File: src/rtl/call_panel.sv
// call_panel: hall-call request side of the elevator controller.
// Each raw button is synchronised and debounced; a debounced press latches a
// request LED. A service FSM clears a floor's request once the car has stood
// at that floor, door open and not moving, for DWELL_CYCLES consecutive edges.
module call_panel #(
  parameter int DEBOUNCE_CYCLES = 4,
  parameter int DWELL_CYCLES    = 3
) (
  input  logic clk,
  input  logic rst,
  input  logic btn1,
  input  logic btn2,
  input  logic btn3,
  input  logic floor1,
  input  logic floor2,
  input  logic floor3,
  input  logic door,
  input  logic moving,
  output logic led1,
  output logic led2,
  output logic led3,
  output logic pending
);

  localparam logic [7:0] DEB_LIM   = 8'(DEBOUNCE_CYCLES);
  localparam logic [7:0] DWELL_LIM = 8'(DWELL_CYCLES);

  typedef enum logic [1:0] {WAIT = 2'd0, DWELL = 2'd1, HOLD = 2'd2} state_t;

  // Unsigned 8-bit increment that sticks at full scale instead of wrapping.
  function automatic logic [7:0] sat_inc(input logic [7:0] v);
    return (v == 8'hFF) ? v : v + 8'd1;
  endfunction

  // Index of the (single) floor in service.
  function automatic logic [1:0] floor_idx(input logic [2:0] m);
    if (m[2]) return 2'd2;
    if (m[1]) return 2'd1;
    return 2'd0;
  endfunction

  logic [2:0] btn, floors;
  logic [2:0] sync_p0, sync_p1, db;
  logic [7:0] dbc [3];
  logic [2:0] press, svc, sel_mask, absorb, clr, led;
  logic       floor_ok, svc_sel;
  state_t     state;
  logic [1:0] sel;
  logic [7:0] dcnt;

  assign btn      = {btn3, btn2, btn1};
  assign floors   = {floor3, floor2, floor1};
  assign floor_ok = (floors == 3'b001) || (floors == 3'b010) || (floors == 3'b100);
  assign svc      = (floor_ok && door && !moving) ? floors : 3'b000;
  assign sel_mask = 3'b001 << sel;
  assign svc_sel  = |(svc & sel_mask);
  assign absorb   = (state != WAIT) ? (press & sel_mask) : 3'b000;

  // Press event: debounced level is about to rise on this edge.
  always_comb begin
    press = '0;
    for (int i = 0; i < 3; i++)
      press[i] = sync_p1[i] & ~db[i] & (sat_inc(dbc[i]) >= DEB_LIM);
  end

  // Clearing edge for the serviced floor; an absorbed press restarts the dwell instead.
  always_comb begin
    clr = '0;
    if (state == WAIT && (|svc) && (8'd1 >= DWELL_LIM))
      clr = svc;
    else if (state == DWELL && svc_sel && !(|absorb) && (sat_inc(dcnt) >= DWELL_LIM))
      clr = sel_mask;
  end

  // Two-flop synchronisers and per-button stability counters.
  always_ff @(posedge clk or posedge rst) begin
    if (rst) begin
      sync_p0 <= '0;
      sync_p1 <= '0;
      db      <= '0;
      for (int i = 0; i < 3; i++) dbc[i] <= '0;
    end else begin
      sync_p0 <= btn;
      sync_p1 <= sync_p0;
      for (int i = 0; i < 3; i++) begin
        if (sync_p1[i] == db[i]) begin
          dbc[i] <= '0;
        end else if (sat_inc(dbc[i]) >= DEB_LIM) begin
          db[i]  <= sync_p1[i];
          dbc[i] <= '0;
        end else begin
          dbc[i] <= sat_inc(dbc[i]);
        end
      end
    end
  end

  // Service FSM with dwell counter, plus the request latches it clears.
  always_ff @(posedge clk or posedge rst) begin
    if (rst) begin
      state <= WAIT;
      sel   <= 2'd0;
      dcnt  <= '0;
      led   <= '0;
    end else begin
      led <= (led | (press & ~absorb)) & ~clr;
      case (state)
        WAIT: begin
          if (|svc) begin
            sel   <= floor_idx(svc);
            dcnt  <= 8'd1;
            state <= (|clr) ? HOLD : DWELL;
          end else begin
            dcnt <= '0;
          end
        end
        DWELL: begin
          if (!svc_sel) begin
            state <= WAIT;
            dcnt  <= '0;
          end else if (|absorb) begin
            dcnt <= 8'd1;
          end else begin
            dcnt <= sat_inc(dcnt);
            if (|clr) state <= HOLD;
          end
        end
        HOLD: begin
          if (!svc_sel) begin
            state <= WAIT;
            dcnt  <= '0;
          end
        end
        default: begin
          state <= WAIT;
          dcnt  <= '0;
        end
      endcase
    end
  end

  // Summary flag, one cycle behind the request latches.
  always_ff @(posedge clk or posedge rst) begin
    if (rst) pending <= 1'b0;
    else     pending <= |led;
  end

  assign led1 = led[0];
  assign led2 = led[1];
  assign led3 = led[2];

endmodule
File: config.mk
export PLATFORM = sky130hd
export DESIGN_NAME = call_panel
export DESIGN_NICKNAME = d
export VERILOG_FILES = /design/src/rtl/call_panel.sv
export SDC_FILE = /design/constraint.sdc
export NUM_CORES = 1
export LEC_CHECK = 0
export BUFFER_PORTS_ARGS = -buffer_cell sky130_fd_sc_hd__buf_2
export CORE_ASPECT_RATIO = 1.2
export CORE_MARGIN = 2
export CORE_UTILIZATION = 40
export DETAILED_ROUTE_END_ITERATION = 8
export GPL_TIMING_DRIVEN = 1
export PLACE_DENSITY = 0.61
export SETUP_SLACK_MARGIN = 0.1
export SYNTH_ARGS = -nofsm -noshare
export SYNTH_HDL_FRONTEND = slang
export SYNTH_SLANG_ARGS = --single-unit
File: constraint.sdc
create_clock -name clk -period 1.85 [get_ports clk]
set_input_delay 0.2775 -clock clk [delete_from_list [all_inputs] [get_ports clk]]
set_output_delay 0.2775 -clock clk [all_outputs]
set_load 0.005 [all_outputs]
# Word level (Yosys, flattened, before mapping)
# Index checks and enable logic that the tools add are counted.
# totals
out_inout_bits	4
regBits	49
# op_classes
reduce_logical	21
add_sub_neg	4
muxes	36
n_eq_ne	16
n_lt_le_gt_ge	4
bitwise_logic	19
n_shift	1
# op_table
operator	count
$mux 8	13
$add 8x1->8 const B	4
$eq 8x8->1 const B	4
$ge 8x3->1 const B	3
$pmux 8 s3	1
$mux 2	10
$reduce_or 3->1	5
$and 3x3->3	4
$mux 3	3
$ge 8x2->1 const B	1
$mux 1	8
$reduce_and 2->1	4
$and 1x1->1	6
$not 1->1	6
$not 3->3	2
$pmux 2 s3	1
$logic_and 1x1->1	5
$reduce_and 4->1	1
$eq 1x1->1	3
$eq 3x1->1 const B	1
$eq 3x2->1 const B	1
$eq 3x3->1 const B	1
$ne 3x2->1 const B	1
$ne 3x3->1 const B	1
other kinds (10)	12

# Longest topological paths before layout
# depth
word_depth	17
ltp_mapped	8
ltp_nobuf	7

# Least setup slack after synthesis
# Ideal clock, no wire load.
# synth_timing
path_type	register to register
startpoint	register dbc[16] (netlist name)
endpoint	register dcnt[6]
n_path_buf	1
setup_slack_ns	0.084
arrival_ns	1.641
stages_incl_launch_ff	9
setup_ns	0.124
required_time_ns	1.726
synth_period_minus_slack_ns	1.766
path_cell_list	dfrtp_1 > ha_1 > a21boi_0 > a21o_1 > a21o_2 > and4_4 > buf_6 > a31oi_1 > a21oi_2
# synth_via
elab_chain_len	10
elab_cells_between_ends	11
cone_classes	add/sub (1); order compare (1); eq/ne (1); mux (5); bitwise (2); reduce/logical (1)
# synth_rtl
element	line_no	text
from (decl)	44	logic [7:0] dbc [3];
from (signal, indexed assignment)	92	dbc[i] <= sat_inc(dbc[i]);
$add 8x1->8 / $eq 8x8->1 (equally long branches)	32	return (v == 8'hFF) ? v : v + 8'd1;
$mux 8 (*)	--	
$ge 8x3->1 (*)	63	press[i] = sync_p1[i] & ~db[i] & (sat_inc(dbc[i]) >= DEB_LIM);
$and 1x1->1 (*)	63	
$and 3x3->3 (*)	57	assign absorb = (state != WAIT) ? (press & sel_mask) : 3'b000;
$mux 3 (*)	57	
$reduce_or 3->1 (*)	121	end else if (|absorb) begin
$mux 8 (*)	121	
$mux 8 (*)	118	if (!svc_sel) begin
$pmux 8 s3 (*)	107	case (state)
to (signal assigned)	124	dcnt <= sat_inc(dcnt);
to (decl)	49	logic [7:0] dcnt;
# Mark *: on every way between the ends. The rest lies on a longest branch, timed or not.
# A chain may end at the register's enable or synchronous reset.

# Final worst setup path
# layout_timing
startpoint	register dbc[7] (netlist name)
endpoint	register dcnt[6]
# The elaborated chain is that of the path after synthesis.

==> impl_metrics.yaml <==
yosys:
  yosys.cell_count.top_type: "dfrtp_1"
  synth_edf_count: 0
  yosys_register_bits: 49
  synth_cells: 209
  synth_xor_area_share_pct: 1.94
  synthesis.area_sq_um: 2250
  synth_area_leaders: "dfrtp_1 (54%), ha_1 (3.9%), a21oi_1 (3.6%), nand3_1 (2.7%), nor2_1 (2.7%)"
  synth-adder-area-share_pct: 3.88
  seq_area_frac_synth_pct: 54.4
  synth_top_family_by_area: "simple AND/OR/NAND/NOR gates"
  synth-warning-count: 0
  synthMuxAreaShare_pct: 3.77
  synth_top_area_share_pct: 54.4
  synth.distinct_cells: 48
  synth_flop_cell: "dfrtp_1"
  yosysTopAreaCell: "dfrtp_1"
  netlist_top_cells_count: "dfrtp_1 (49), a21oi_1 (16), nor2_1 (16), nand2_1 (14), nand3_1 (12)"
  synth_compound_area_share_pct: 13.4
  async_reset_ff_share_pct: 100
  yosys.area_share.simple_pct: 19.5
  synth.avg_cell_area_sq_um: 10.8
timing:
  fmax_ghz: 0.547
  min_period_over_period_pct: 98.8
  final.min_clock_period_ns: 1.83
  hold_violations: 0
  fin_worst_skew_ns: 0.00852
  setup_viol: 0
  rsz0062_at_grt: "yes"
  setup_tns_ns: 0
  slew_viol_final: 0
floorplanning:
  io_pins: 14
  dieHeight_um: 86.2
  start_util_pct: 42.0
  core_sq_um: 5370
  die_w_um: 72.5
  dieArea_sq_um: 6260
  row_count: 29
pwr:
  power.density_nw_per_um2: 773
  finalPower_w: 0.00213
  ir_drop_v: 0.000584
  power.leakage_nw: 1.20
grt:
  grtUsageTotal_pct: 15.1
  grtUsageMet1_pct: 18.6
  grt.overflow.total: 0
  antenna_found_initial: 0
  gr-usage-met2_pct: 25.2
  top_usage_layer: "met2"
  grt_pass1_vias: 1678
  grt_max_degree: 50
  grt_pass1_wl_mm: 7.36
  grt.met3_usage_pct: 3.60
setup_path:
  crit_type: "reg -> reg"
  cp.arrival_ns: 2.06
  critPathRequiredTime_ns: 2.08
  worstPathMaxFanout: 6
  cp-start-kind: "register"
  critPathCaptureType: "register"
clock_tree:
  clk_pin_slew_ns: 0.08
  ctsHoldBuffers: 0
  cts_tree: "built"
  clk_latency_ns: 0.30
  cts_buffers: 5
  clockRootBuffer: "clkbuf_8"
  htreeDepth: 2
  cts_sinks: 49
  cts_max_path_buffers: 2
detailed_routing:
  drt-pass1-iter-count: 5
  ant_nets: 0
  dr.first_iter.drc_count: 49
  vias_per_cell: 5.20
  wl_per_cell_um: 12.9
  drcViolationCount: 0
  wirelength_mm: 4.18
  via_count: 1690
final_layout:
  fillCellCount: 500
  diodes: 0
  multiInputGateArea_sq_um: 1090
  drive_above_1_share_pct: 25.5
  synthToLayoutAreaGrowth_pct: 22.0
  regArea_sq_um: 1230
  final_nets: 279
  fin_util_pct: 51.2
job:
  maxCapViolCount: 0
worst_hold_path:
  holdCritPathClass: "in -> async"
outcome:
  status: "finished, final reports clean"
placed_design:
  globalplace.congestion: 0.785
  port_buffers: 13
  dp_hpwl_mm: 2.96
==> report_power, final <==
part           leakage [nW]  internal, W  switching [W]  total, W
sequential            0.597      0.00114      0.0000461   0.00119
combinational         0.560     0.000174       0.000161  0.000335
clock                0.0385     0.000268       0.000333  0.000601
total                  1.20      0.00159       0.000540   0.00213
==> flip-flops by register name, indices dropped and copies added (netlist names) <==
signal   cells
sel          2
sync_p1      3
sync_p0      3
db           3
dbc         24
pending      1
led          3
state        2
dcnt         8
==> worst max-delay path, stage by stage (launching register included) <==
cell,delay [ns]
dfrtp_1,0.39
or4_4,0.55
nor2_4,0.11
a21o_1,0.19
and4_4,0.31
o31ai_2,0.09
a21oi_2,0.14
==> metal layers <==
| layer | up-vias | share of wire [%] |
|---|---|---|
| met4 | 0 | 1.4 |
| met5 | - | 0 |
| met1 | 821 | 42 |
| met3 | 7 | 3.6 |
| li1 | 837 | - |
| met2 | 25 | 53 |
==> final cells by class <==
type	count	area share, %
Clock buffer	7	2.78
Clock inverter	1	0.273
Inverter	9	1.23
Timing Repair Buffer	34	8.55
Multi-Input combinational cell	163	39.8
Sequential cell	49	44.6
Tap cell	62	2.82
==> cells in the final DEF, fill, tap and decap left out, types with 4 or more instances in the layout <==
cell type  instances
xor2_1             5
mux2i_1            4
a21oi_1           13
dfrtp_1           49
mux2_2             4
buf_4             20
nor2_1            15
a21oi_2            4
nand4_1            6
nor3_1             8
nand2_1           14
nand3_1           12
clkbuf_8           5
ha_1               6
a21o_1             6
o21ai_0            5
buf_2             13
conb_1            18
inv_1              8
==> metrics by stage <==
stage	worst slack, ns	hold slack [ns]	std cells	cell area (sq um)
2_1_floorplan	0.0920	0.309	226	2330
3_3_place_gp	0.0128	0.333	307	2550
3_5_place_dp	-0.0271	0.338	307	2550
4_1_cts	0.00156	0.0145	318	2670
5_1_grt	-0.0689	0.0193	325	2750
6_report	0.0213	0.00691	325	2750
==> worst paths after layout <==
| kind | end | start | cells past startpoint | slack (ns) |
|---|---|---|---|---|
| max | dcnt[6] | dbc[7] | 6 | 0.02 |
| min | db[2] | rst | 3 | 0.007 |
| max reg2reg | dcnt[6] | dbc[7] | 6 | 0.02 |
| min reg2reg | sync_p1[0] | sync_p0[0] | 0 | 0.35 |
| max in group asynchronous | db[1] | rst | 3 | 1.62 |
| min in group clk | sync_p0[2] | btn3 | 1 | 0.08 |
==> cells by family (layout without fill, tap and decap cells) <==
group	Yosys count	after routing
simple gates	77	78
mux	8	8
flops	49	49
xor+xnor	5	5
buf+inv	15	51
other cells	1	18
fa+ha+maj	7	7
compound gates	47	47
==> repair_timing <==
action                                 4_1_cts  5_1_grt
endpoints found under the hold margin        0        0
setup buffers                                2        7
pin swaps                                    6        8
gates resized for setup                      5        9
gates cloned                                 1        0
setup endpoints to repair                   11       13
Note: power is estimated with default switching activity, not from simulation.
